**src/rtl/uart_tx_pkg.sv**
```systemverilog
`default_nettype none
// +--------------------------------------------------------------------+
// | Module   : uart_tx_pkg                                              |
// | Brief    : Shared UART definitions: one-hot state encodings and the |
// |            even-parity helper used by both transmitter and receiver.|
// | Revision : 1.0 - initial release                                    |
// +--------------------------------------------------------------------+
package uart_tx_pkg;

  // Widest word the parity helper accepts; callers zero-extend into it.
  localparam int c_PAR_MAX_W = 32;

  // One-hot frame states, shared with the receiver.
  typedef enum logic [4:0] {
    ST_IDLE       = 5'b00001,
    ST_START_BIT  = 5'b00010,
    ST_BITS       = 5'b00100,
    ST_PARITY_BIT = 5'b01000,
    ST_STOP_BIT   = 5'b10000
  } uart_state_e;

  // Even parity bit: XOR of all data bits (zero padding does not change it).
  function automatic logic even_parity(input logic [c_PAR_MAX_W-1:0] data);
    return ^data;
  endfunction

endpackage
`default_nettype wire

```
**src/rtl/uart_baud_tick.sv**
```systemverilog
`default_nettype none
// +--------------------------------------------------------------------+
// | Module   : uart_baud_tick                                           |
// | Brief    : Prescaler counting 0..PSCALER-1; tick_o is high in the   |
// |            cycle the count wraps. clear_i holds the count at zero.  |
// | Revision : 1.0 - initial release                                    |
// +--------------------------------------------------------------------+
module uart_baud_tick #(
  parameter int PSCALER = 1
) (
  input  logic sysclk,
  input  logic reset_n,
  input  logic clear_i,
  output logic tick_o
);

  localparam int c_PW = (PSCALER > 1) ? $clog2(PSCALER) : 1;
  localparam logic [c_PW-1:0] c_LAST = c_PW'(PSCALER - 1);

  logic [c_PW-1:0] r_cnt;

  // With PSCALER=1 the count never leaves zero, so a tick is issued every cycle.
  assign tick_o = (r_cnt == c_LAST);

  // Prescaler count: restart from zero on clear, wrap after PSCALER cycles.
  always_ff @(posedge sysclk or negedge reset_n) begin
    if (!reset_n) begin
      r_cnt <= '0;
    end else if (clear_i || (r_cnt == c_LAST)) begin
      r_cnt <= '0;
    end else begin
      r_cnt <= r_cnt + 1'b1;
    end
  end

endmodule
`default_nettype wire

```
**src/rtl/uart_tx.sv**
```systemverilog
`default_nettype none
// +--------------------------------------------------------------------+
// | Module   : uart_tx                                                  |
// | Brief    : UART transmitter, 8N1 / 8E1 frames, LSB first. Bit period |
// |            is PSCALER*DIV sysclk cycles. All outputs registered.    |
// | Revision : 1.0 - initial release                                    |
// +--------------------------------------------------------------------+
module uart_tx
  import uart_tx_pkg::*;
#(
  parameter int N       = 8,   // data width, at most c_PAR_MAX_W
  parameter int PSCALER = 1,
  parameter int DIV     = 10
) (
  input  logic         sysclk,
  input  logic         reset_n,
  input  logic         tx_start_i,
  input  logic [N-1:0] tx_data_i,
  input  logic         parity_i,
  output logic         tx_o,
  output logic         tx_busy_o,
  output logic         tx_end_o
);

  localparam int c_TW = (DIV > 1) ? $clog2(DIV) : 1;
  localparam int c_BW = (N > 1) ? $clog2(N) : 1;
  localparam logic [c_TW-1:0] c_TICK_LAST = c_TW'(DIV - 1);
  localparam logic [c_BW-1:0] c_BIT_LAST  = c_BW'(N - 1);

  uart_state_e     r_state, w_state_next;
  logic [c_TW-1:0] r_tick_cnt, w_tick_cnt_next;
  logic [c_BW-1:0] r_bit_cnt, w_bit_cnt_next;
  logic [N-1:0]    r_data, w_data_next;
  logic            r_par_en, w_par_en_next;
  logic            r_par, w_par_next;
  logic            w_tick;
  logic            w_idle;
  logic            w_cell_done;
  logic            w_tx_next;
  logic            w_busy_next;
  logic            w_end_next;

  assign w_idle      = (r_state == ST_IDLE);
  assign w_cell_done = w_tick && (r_tick_cnt == c_TICK_LAST);

  // Prescaler held at zero while idle so the start bit is a full cell.
  uart_baud_tick #(
    .PSCALER (PSCALER)
  ) u_baud_tick (
    .sysclk  (sysclk),
    .reset_n (reset_n),
    .clear_i (w_idle),
    .tick_o  (w_tick)
  );

  // Next-state, counter and next-output decode.
  always_comb begin
    w_state_next    = r_state;
    w_tick_cnt_next = r_tick_cnt;
    w_bit_cnt_next  = r_bit_cnt;
    w_data_next     = r_data;
    w_par_en_next   = r_par_en;
    w_par_next      = r_par;
    w_end_next      = 1'b0;

    if (!w_idle && w_tick) begin
      w_tick_cnt_next = w_cell_done ? '0 : r_tick_cnt + 1'b1;
    end

    case (r_state)
      ST_IDLE: begin
        w_tick_cnt_next = '0;
        w_bit_cnt_next  = '0;
        if (tx_start_i) begin
          w_data_next   = tx_data_i;
          w_par_en_next = parity_i;
          w_par_next    = even_parity(c_PAR_MAX_W'(tx_data_i));
          w_state_next  = ST_START_BIT;
        end
      end
      ST_START_BIT: begin
        if (w_cell_done) begin
          w_state_next   = ST_BITS;
          w_bit_cnt_next = '0;
        end
      end
      ST_BITS: begin
        if (w_cell_done) begin
          if (r_bit_cnt == c_BIT_LAST) begin
            w_state_next = r_par_en ? ST_PARITY_BIT : ST_STOP_BIT;
          end else begin
            w_bit_cnt_next = r_bit_cnt + 1'b1;
          end
        end
      end
      ST_PARITY_BIT: begin
        if (w_cell_done) begin
          w_state_next = ST_STOP_BIT;
        end
      end
      ST_STOP_BIT: begin
        if (w_cell_done) begin
          w_state_next = ST_IDLE;
          w_end_next   = 1'b1;
        end
      end
      default: begin
        w_state_next = ST_IDLE;
      end
    endcase

    // Line level is derived from the state being entered so tx_o is a flop.
    case (w_state_next)
      ST_START_BIT:  w_tx_next = 1'b0;
      ST_BITS:       w_tx_next = w_data_next[w_bit_cnt_next];
      ST_PARITY_BIT: w_tx_next = w_par_next;
      default:       w_tx_next = 1'b1;
    endcase
    w_busy_next = (w_state_next != ST_IDLE);
  end

  // State, counters, latched word and registered outputs.
  always_ff @(posedge sysclk or negedge reset_n) begin
    if (!reset_n) begin
      r_state    <= ST_IDLE;
      r_tick_cnt <= '0;
      r_bit_cnt  <= '0;
      r_data     <= '0;
      r_par_en   <= 1'b0;
      r_par      <= 1'b0;
      tx_o       <= 1'b1;
      tx_busy_o  <= 1'b0;
      tx_end_o   <= 1'b0;
    end else begin
      r_state    <= w_state_next;
      r_tick_cnt <= w_tick_cnt_next;
      r_bit_cnt  <= w_bit_cnt_next;
      r_data     <= w_data_next;
      r_par_en   <= w_par_en_next;
      r_par      <= w_par_next;
      tx_o       <= w_tx_next;
      tx_busy_o  <= w_busy_next;
      tx_end_o   <= w_end_next;
    end
  end

endmodule
`default_nettype wire

```
**config.mk**
```make
export PLATFORM = sky130hd
export DESIGN_NAME = uart_tx
export DESIGN_NICKNAME = d
export VERILOG_FILES = /design/src/rtl/uart_tx_pkg.sv /design/src/rtl/uart_baud_tick.sv /design/src/rtl/uart_tx.sv
export SDC_FILE = /design/constraint.sdc
export NUM_CORES = 1
export LEC_CHECK = 0
export ABC_AREA = 0
export BUFFER_PORTS_ARGS = -buffer_cell sky130_fd_sc_hd__clkbuf_2
export CORE_MARGIN = 1.5
export CORE_UTILIZATION = 51
export DETAILED_ROUTE_END_ITERATION = 6
export PLACE_DENSITY = 0.7
export SYNTH_ARGS = -nofsm -noshare
export SYNTH_HDL_FRONTEND = slang
export SYNTH_SLANG_ARGS = --single-unit
export TNS_END_PERCENT = 10
```
**constraint.sdc**
```tcl
create_clock -name sysclk -period 6 [get_ports sysclk]
set_clock_uncertainty 0.1 [all_clocks]
set_input_delay 0.6 -clock sysclk [delete_from_list [all_inputs] [get_ports sysclk]]
set_output_delay 0.6 -clock sysclk [all_outputs]
set_load 0.05 [all_outputs]
```
# Yosys cells after proc, flatten, opt, wreduce, memory -nomap -nowiden
# Cells that the tools add are included.
[word_totals]
register_bits = 26
in_bits = 12
out_inout_bits = 3
elab_cells = 58
[op_classes]
addsub = 3
n_lt_le_gt_ge = 1
n_eq_ne = 11
muxes = 25
n_bitwise = 1
reduce_logical = 7
[op_table]
columns = ["op", "n"]
rows = [
  ["$mux W5", 7],
  ["$reduce_xor A32 Y1", 1],
  ["$pmux W5 S5", 1],
  ["$mux W8", 2],
  ["$mux W4", 3],
  ["$eq A5 B2 Y1 const B", 2],
  ["$eq A5 B3 Y1 const B", 2],
  ["$eq A5 B4 Y1 const B", 2],
  ["$mux W3", 3],
  ["$pmux W3 S3", 1],
  ["$mux W1", 6],
  ["$eq A5 B1 Y1 const B", 1],
  ["$eq A5 B5 Y1 const B", 1],
  ["$ne A5 B1 Y1 const B", 1],
  ["$add A4 B1 Y4 const B", 1],
  ["$eq A4 B4 Y1 const B", 1],
  ["$lt A3 B4 Y1 const B", 1],
  ["$add A3 B1 Y3 const B", 1],
  ["$bmux W1 S3", 1],
  ["$eq A3 B3 Y1 const B", 1],
  ["$pmux W1 S3", 1],
  ["$logic_and A1 B1 Y1", 2],
  ["$reduce_and A2 Y1", 1],
  ["$reduce_bool A2 Y1", 1],
  ["other kinds (4)", 4],
]

# Depth between registers and ports, before layout
# Gate-level depths: netlist of run 1.
[depth]
word_depth = 7
ltp_mapped = 11
mapped_depth_nobuf = 10

# By module
# From an unflattened synthesis of run 1, not the netlist that was laid out.
[hier_totals]
cells_unflattened = 145
hier_area_um2 = 1497.7
[modules_own_cells]
columns = ["mod", "n_inst", "cells_per_inst", "area_per_inst_um2", "seq_area_each_um2"]
rows = [
  ["uart_tx", 1, 142, 1465.2, 628.1],
  ["uart_baud_tick", 1, 3, 32.5, 25.0],
]

# Worst setup path after synthesis of run 1
# Ideal clock, no wire load.
[synth_path]
kind = "register -> register"
from = "register r_tick_cnt[0]"
to = "register tx_o"
arrival_time_ns = 1.947
t_required_ns = 5.803
setup_slack_ns = 3.855
path_stages_with_launch = 11
path_buffers = 1
period_less_slack_ns = 2.145
path_cell_list = "dfrtp_1 -> ha_1 -> and4bb_1 -> buf_6 -> nor4b_2 -> o21a_1 -> nor2_2 -> clkinv_4 -> a2111oi_1 -> o41ai_1 -> o311ai_1"
[synth_between]
elab_chain_len = 7
[synth_lines]
columns = ["item", "line", "text"]
rows = [
  ["from (decl)", "uart_tx.sv:31", "logic [c_TW-1:0] r_tick_cnt, w_tick_cnt_next;"],
  ["from (signal assigned)", "uart_tx.sv:136", "r_tick_cnt <= w_tick_cnt_next;"],
  ["$eq A4 B4 Y1 (*)", "uart_tx.sv:44", "assign w_cell_done = w_tick && (r_tick_cnt == c_TICK_LAST);"],
  ["$logic_and A1 B1 Y1 (*)", "uart_tx.sv:44", ""],
  ["$mux W3 (on tied branches)", "uart_tx.sv:88, uart_tx.sv:82", ""],
  ["$pmux W3 S3 (*)", "uart_tx.sv:70", "case (r_state)"],
  ["named net w_bit_cnt_next[2]", "uart_tx.sv:32", "logic [c_BW-1:0] r_bit_cnt, w_bit_cnt_next;"],
  ["$bmux W1 S3 (*)", "uart_tx.sv:115", "ST_BITS: w_tx_next = w_data_next[w_bit_cnt_next];"],
  ["$mux W1 (not written as such) (*)", "uart_tx.sv:115", ""],
  ["$pmux W1 S3 (*)", "uart_tx.sv:113", "case (w_state_next)"],
  ["named net w_tx_next", "uart_tx.sv:39", "logic w_tx_next;"],
  ["to (signal assigned)", "uart_tx.sv:141", "tx_o <= w_tx_next;"],
  ["to (decl)", "uart_tx.sv:20", "output logic tx_o,"],
]
# Mark *: on every way through the listed nets, which the timed path passes. The rest lies on a longest branch. The select of a mux whose other input is x is not followed.
# A chain may end at the register's enable or synchronous reset.

# Worst setup path in the final report of run 1
[layout_path]
from = "register r_tick_cnt[1]"
to = "register tx_o"
[layout_between]
elab_chain_len = 7
[layout_lines]
columns = ["item", "line"]
rows = [
  ["$eq A4 B4 Y1 (*)", "uart_tx.sv:44"],
  ["$logic_and A1 B1 Y1 (*)", "uart_tx.sv:44"],
  ["$mux W3 (on tied branches)", "uart_tx.sv:88, uart_tx.sv:82"],
  ["$pmux W3 S3", "uart_tx.sv:70"],
  ["$bmux W1 S3", "uart_tx.sv:115"],
  ["$mux W1 (not written as such)", "uart_tx.sv:115"],
  ["$pmux W1 S3 (*)", "uart_tx.sv:113"],
  ["named net w_tx_next", "uart_tx.sv:39"],
]
# Marks and branches as above.

==> results.json, run 1 <==
{
  "cts_root_buffer": "clkbuf_4",
  "die_h_um": 58.53,
  "status": "finished clean",
  "chipWidth_um": 58.53,
  "drive_gt1_share_pct": 29.75,
  "synthMostInstantiatedCell": "dfrtp_1",
  "synth.distinct_cells": 56,
  "drt_iter0_markers": 35,
  "cts_tree": "done",
  "finalPower_uw": 619.3,
  "maxCapViolCount": 0,
  "dieArea_um2": 3426,
  "initial_core_util_pct": 55.59,
  "path_class": "flop to flop",
  "finalHoldViolCount": 0,
  "cts_hold_buf": 0,
  "drv_slew": 0,
  "first_pass_iters": 4,
  "drtAntennaViolNets": 0,
  "overflow": 0,
  "period_share_pct": 45.94,
  "cp.required_ns": 6.12,
  "nFillCells": 253,
  "start_kind": "flop",
  "wl_per_cell_um": 14.87,
  "max-slew-margin-rel_pct": 56.65,
  "pre_cts_slack_ns": 3.314,
  "ys_seq_area_share_pct": 41.53,
  "clk_latency_ns": 0.31,
  "track_usage_pct": 18.85,
  "syn-cell-area_um2": 1573,
  "synthToLayoutAreaGrowth_pct": 4.216,
  "fin_crit_ns": 2.756,
  "power.density_nw_per_um2": 377.8,
  "grt_pass1_vias": 1051,
  "worst_slack_ns": 3.244,
  "final_area_um2": 1639,
  "h-tree-depth": 1,
  "layout.nets": 174,
  "clock_path_buffers": 2,
  "timing.hold.ws_ns": 0.1749,
  "setup_viol": 0,
  "synthTopCellsByCount": "24 x dfrtp_1, 10 x xnor2_1, 9 x a21oi_1, 9 x nand2_1, 9 x nor2_1",
  "grt_antenna_before_repair": 0,
  "diodes": 0,
  "place.gp.congestion": 0.8259,
  "syn_area_per_cell_um2": 10.63,
  "cts_resized": 0,
  "cts_num_sinks": 26,
  "leakage_nw": 0.7263,
  "row_count": 19,
  "rr_worst_depth": 9,
  "synth.area.top_cells": "dfrtp_1 38%, xnor2_1 5.6%, mux2_2 5.0%, buf_6 4.3%, dfstp_2 3.3%",
  "io_buffers": 14,
  "grt_pass1_wl_um": 4878,
  "cts_made_buffers": 3,
  "ys.flop_type": "dfrtp_1",
  "grt_max_degree": 27,
  "core-area_um2": 2829,
  "max_freq_mhz": 362.8,
  "route.detailed.drc": 0,
  "hold_class": "primary input to asynchronous set/reset pin",
  "clk_pin_slew_worst_paths_ns": 0.13,
  "worst_slew_pin_slew_ns": 0.6502,
  "yosysTopAreaCellShare_pct": 38.19,
  "postSynthCellCount": 148,
  "vias_per_cell": 5.921,
  "fin_setup_tns_ns": 0,
  "crit_arrival_ns": 2.88,
  "critPathMaxFanout": 18,
  "syn_nets": 163,
  "routed_wl_um": 2811,
  "ys_ff_latch": 26,
  "ir_drop_uv": 199.4,
  "yosys.area.top_type": "dfrtp_1",
  "ys_async_sr_fraction_pct": 100.0,
  "io_pins": 15,
  "yosysWarnings": 0,
  "cts_setup_buffers": 0,
  "synth_edf_count": 0,
  "endpoint_kind": "flop",
  "vias": 1119,
  "placed_area_um2": 1603,
  "rsz0062_at_grt": "no",
  "hpwl_um": 2129
}
power by group:
| part | switching (mW) | leakage [nW] | internal (mW) |
|---|---|---|---|
| Combinational | 0.137 | 0.378 | 0.120 |
| Sequential | 0.0433 | 0.328 | 0.233 |
| Clock | 0.0490 | 0.0210 | 0.0371 |
cell type report:
| class | instances | area [um2] | share of cell area, % |
|---|---|---|---|
| Sequential cell | 26 | 653.1 | 39.85 |
| Inverter | 7 | 31.28 | 1.908 |
| Clock buffer | 4 | 36.28 | 2.214 |
| Tap cell | 31 | 38.79 | 2.366 |
| Multi-Input combinational cell | 107 | 809.5 | 49.39 |
| Timing Repair Buffer | 14 | 70.07 | 4.275 |
critical path, stage by stage, from the launching register on:
cell and delay, ns:
dfrtp_1 0.43, inv_1 0.07, ha_1 0.13, and4bb_1 0.63
nand3b_1 0.14, a21o_1 0.29, nor2b_2 0.18, a2111oi_0 0.45
o41ai_1 0.14, o311ai_1 0.11
registers in the layout, indices dropped and copies added (netlist names):
name / cells
tx_o: 1
r_tick_cnt: 4
r_state: 5
tx_busy_o: 1
u_baud_tick.r_cnt: 1
tx_end_o: 1
r_data: 8
r_bit_cnt: 3
r_par_en: 1
r_par: 1
metal layers:
metal  track usage [%]  part of all wire, %
met2             30.82                   48
met3             1.978                  2.7
met4             7.973                  1.6
met1             25.53                   48
met5                 0                    0
stage by stage:
step                utilization, %  instances
CTS                          57.94        189
floorplan                        -        148
global placement             56.66        185
detailed placement           56.66        185
finish                       57.94        189
global route                 57.94        189
final timing paths:
check	end	from	slack, ns
min in group sysclk	r_par_en$_DFFE_PN0P_	parity_i	0.41
setup / recovery	tx_o$_DFF_PN1_	r_tick_cnt[1]$_DFFE_PN0P_	3.24
max in group asynchronous	r_bit_cnt[1]$_DFF_PN0_	reset_n	5.21
setup reg to reg	tx_o$_DFF_PN1_	r_tick_cnt[1]$_DFFE_PN0P_	3.24
hold reg to reg	r_data[4]$_DFF_PN0_	r_data[4]$_DFF_PN0_	0.42
hold / removal	u_baud_tick.r_cnt$_DFF_PN0_	reset_n	0.17
cells in the final DEF (no fill, tap or decap), drive strengths merged, types with 2 or more instances in the layout:
cell type / Yosys / layout
nand3: 3 / 3
dfrtp: 24 / 24
mux2: 9 / 9
o21ai: 5 / 5
nor4: 2 / 2
clkbuf: 1 / 18
nor3: 6 / 6
nand4: 2 / 2
and3b: 2 / 2
a21o: 2 / 2
ha: 3 / 3
nor2: 12 / 12
xnor2: 10 / 10
inv: 6 / 6
dfstp: 2 / 2
nand2: 9 / 9
a2111oi: 2 / 2
or3: 2 / 2
a21oi: 10 / 10
nor4b: 2 / 2
xor2: 2 / 2
nor2b: 4 / 4
and3: 2 / 2
kinds of logic (layout without fill, tap and decap cells):
family | count (synthesis) | after routing | share of synthesized area [%]
and+or+nand+nor | 53 | 53 | 21.72
buffers and inverters | 15 | 25 | 7.000
AOI/OAI and AO/OA | 28 | 28 | 12.89
adders and majority gates | 3 | 3 | 2.387
other | 1 | 1 | 0.2384
muxes | 10 | 10 | 7.558
DFF | 26 | 26 | 41.53
xor gates and xnor gates | 12 | 12 | 6.683
Note: power is estimated with default switching activity, not from simulation.
==> run 2: changes to the inputs <==
Settings changed: ABC_AREA 0 to 1, PLACE_DENSITY 0.7 to 0.73.
Clock period 6 ns to 2.4 ns, I/O delays scaled along.
==> run 2 against run 1 <==
Effect of this change: first-iteration DRC count is 60% higher; sequential power is 140% higher; flip-flop and latch count stayed put; combinational power grew to 3.7 times the previous value; area after synthesis is 0.95% lower; fmax is 35% higher; register-to-register slack worse by 2.9 ns; wire length is 5.0% higher; critical path type unchanged; highest routed layer unchanged.
==> results.json, run 2 <==
{
  "syn_area_per_cell_um2": 8.030,
  "leakage_nw": 0.8854,
  "wl_met3_um": 88,
  "synth.area.top_cells": "dfrtp_1 39%, nand2_1 11%, nand3_1 7.7%, inv_1 6.3%, nand2_2 3.6%",
  "dieArea_um2": 3395,
  "io_buffers": 14,
  "postSynthCellCount": 194,
  "grt_pass1_vias": 1224,
  "start_kind": "flop",
  "dp_cells": 238,
  "finalPower_mw": 1.796,
  "ys.flop_type": "dfrtp_1",
  "grt_pass1_wl_um": 5313,
  "synthToLayoutAreaGrowth_pct": 8.113,
  "overflow": 0,
  "layout_common_cells": "45 x nand2_1, 26 x inv_1, 24 x nand3_1, 24 x dfrtp_1, 14 x clkbuf_2",
  "drtAntennaViolNets": 0,
  "vias_per_cell": 5.202,
  "setup_viol": 0,
  "cp.required_ns": 2.56,
  "syn-cell-area_um2": 1558,
  "synthTopCellsByCount": "45 x nand2_1, 26 x inv_1, 24 x dfrtp_1, 24 x nand3_1, 13 x nor2_1",
  "yosys.area.top_type": "dfrtp_1",
  "holdPathEnd": "r_par_en$_DFFE_PN0P_",
  "fin_setup_tns_ns": 0,
  "critPathMaxFanout": 12,
  "cts_root_buffer": "clkbuf_4",
  "clk_pin_slew_worst_paths_ns": 0.13,
  "routed_wl_um": 2951,
  "fin_cells": 242,
  "wl_per_cell_um": 12.19,
  "chipWidth_um": 58.27,
  "reg2reg_to": "tx_o$_DFF_PN1_",
  "reg_top3": "r_data: 8 flops, r_state: 5 flops, r_tick_cnt: 4 flops",
  "cts_resized": 0,
  "yosysWarnings": 0,
  "h-tree-depth": 1,
  "route.detailed.drc": 0,
  "drv_slew": 0,
  "syn_nets": 209,
  "worst_slew_pin_slew_ns": 0.6437,
  "clk_latency_ns": 0.31,
  "rsz0062_at_grt": "no",
  "power.density_nw_per_um2": 1066,
  "drive_gt1_share_pct": 20.85,
  "placed_area_um2": 1652,
  "max-slew-margin-rel_pct": 57.08,
  "maxCapViolCount": 0,
  "hpwl_um": 2376,
  "crit_arrival_ns": 2.20,
  "cts_num_sinks": 26,
  "cts_tree": "done",
  "highest_layer": "met4",
  "wl_met1_um": 1386,
  "die_h_um": 58.27,
  "r2r_setup_slack_ns": 0.36,
  "row_count": 19,
  "layout.nets": 228,
  "clock_path_buffers": 2,
  "min_from": "parity_i",
  "fin_crit_ns": 2.039,
  "drt_iter0_markers": 56,
  "ir_drop_uv": 520.8,
  "track_usage_pct": 20.01,
  "max_freq_mhz": 490.5,
  "synth_edf_count": 0,
  "status": "finished clean",
  "hold_class": "primary input to flop",
  "final_area_um2": 1684,
  "ys_ff_latch": 26,
  "rr_worst_depth": 13,
  "path_class": "flop to flop",
  "synthMostInstantiatedCell": "nand2_1",
  "yosysTopAreaCellShare_pct": 38.55,
  "grt_antenna_before_repair": 0,
  "period_share_pct": 84.96,
  "pre_cts_slack_ns": 0.3715,
  "r2r_start": "r_state[0]$_DFF_PN1_",
  "ys_async_sr_fraction_pct": 100.0,
  "io_pins": 15,
  "endpoint_kind": "flop",
  "first_pass_iters": 4,
  "cts_made_buffers": 3,
  "synth.distinct_cells": 29,
  "diodes": 0,
  "finalHoldViolCount": 0,
  "largest_register_ffs": 8,
  "regMostFlops": "r_data",
  "grt_max_degree": 27,
  "core-area_um2": 2829,
  "initial_core_util_pct": 55.06,
  "worst_slack_ns": 0.3611,
  "final_common_cell": "nand2_1",
  "wl_met2_um": 1459,
  "place.gp.congestion": 0.8703,
  "vias": 1259,
  "hold_depth": 3,
  "ys_seq_area_share_pct": 41.93
}
run 2: metal layers:
layer  vias up  global-route usage, %
met5         -                      0
met4         0                  5.648
met3         2                  2.455
met2        19                  32.74
met1       587                  27.90
li1        651                      -
run 2: worst max path at each step:
stage,from,cells past startpoint,to
finish,r_state[0]$_DFF_PN1_,13,tx_o$_DFF_PN1_
global route,r_tick_cnt[1]$_DFFE_PN0P_,13,tx_o$_DFF_PN1_
CTS,r_state[0]$_DFF_PN1_,13,tx_o$_DFF_PN1_
detailed placement,r_state[0]$_DFF_PN1_,13,tx_o$_DFF_PN1_
global placement,r_state[0]$_DFF_PN1_,13,tx_o$_DFF_PN1_
floorplan,r_tick_cnt[1]$_DFFE_PN0P_,13,tx_o$_DFF_PN1_
run 2: power by group:
part / internal (mW) / switching, mW / leakage (nW)
clock network: 0.0586 / 0.119 / 0.0138
logic: 0.312 / 0.630 / 0.543
registers: 0.597 / 0.0805 / 0.328
run 2: cells by family (layout without fill, tap and decap cells):
kind of cell,count (synthesis),after routing,synth area share [%]
and+or+nand+nor,107,107,35.34
muxes,1,1,0.6426
other,1,1,0.2407
buffers and inverters,30,47,7.951
DFF,26,26,41.93
xor gates and xnor gates,7,7,3.936
adders and majority gates,3,3,2.410
AOI/OAI and AO/OA,19,19,7.551
run 2: layout make-up:
cell class	count	area, um2
multi-input cells	138	780.7
well taps	31	38.79
repair buffers	15	80.08
fillers	266	1145
inverters	29	108.9
flip-flops and latches	26	653.1
clock buffers	3	22.52
run 2: stage by stage:
stage	utilization, %	hold WS (ns)
finish	59.53	0.03521
global route	59.53	0.05469
CTS	59.53	0.02738
detailed placement	58.38	0.1946
global placement	58.38	0.1910
floorplan	-	-0.1556
run 2: timing repair:
action / 4_1_cts / 5_1_grt
hold buffers: 1 / 0
hold endpoints to repair: 24 / 0
buffers inserted: 0 / 0
run 2: worst max-delay path, cell delays in order, from the launching register on:
cell     delay [ns]
dfstp_2        0.57
inv_1          0.06
nor2_4         0.10
nand3_4        0.14
nor2_4         0.32
inv_2          0.14
nand2_1        0.13
nand2_4        0.05
nand3_1        0.06
nand3_1        0.08
nand2_1        0.06
nand2_1        0.05
nand3_1        0.06
nand2_1        0.06
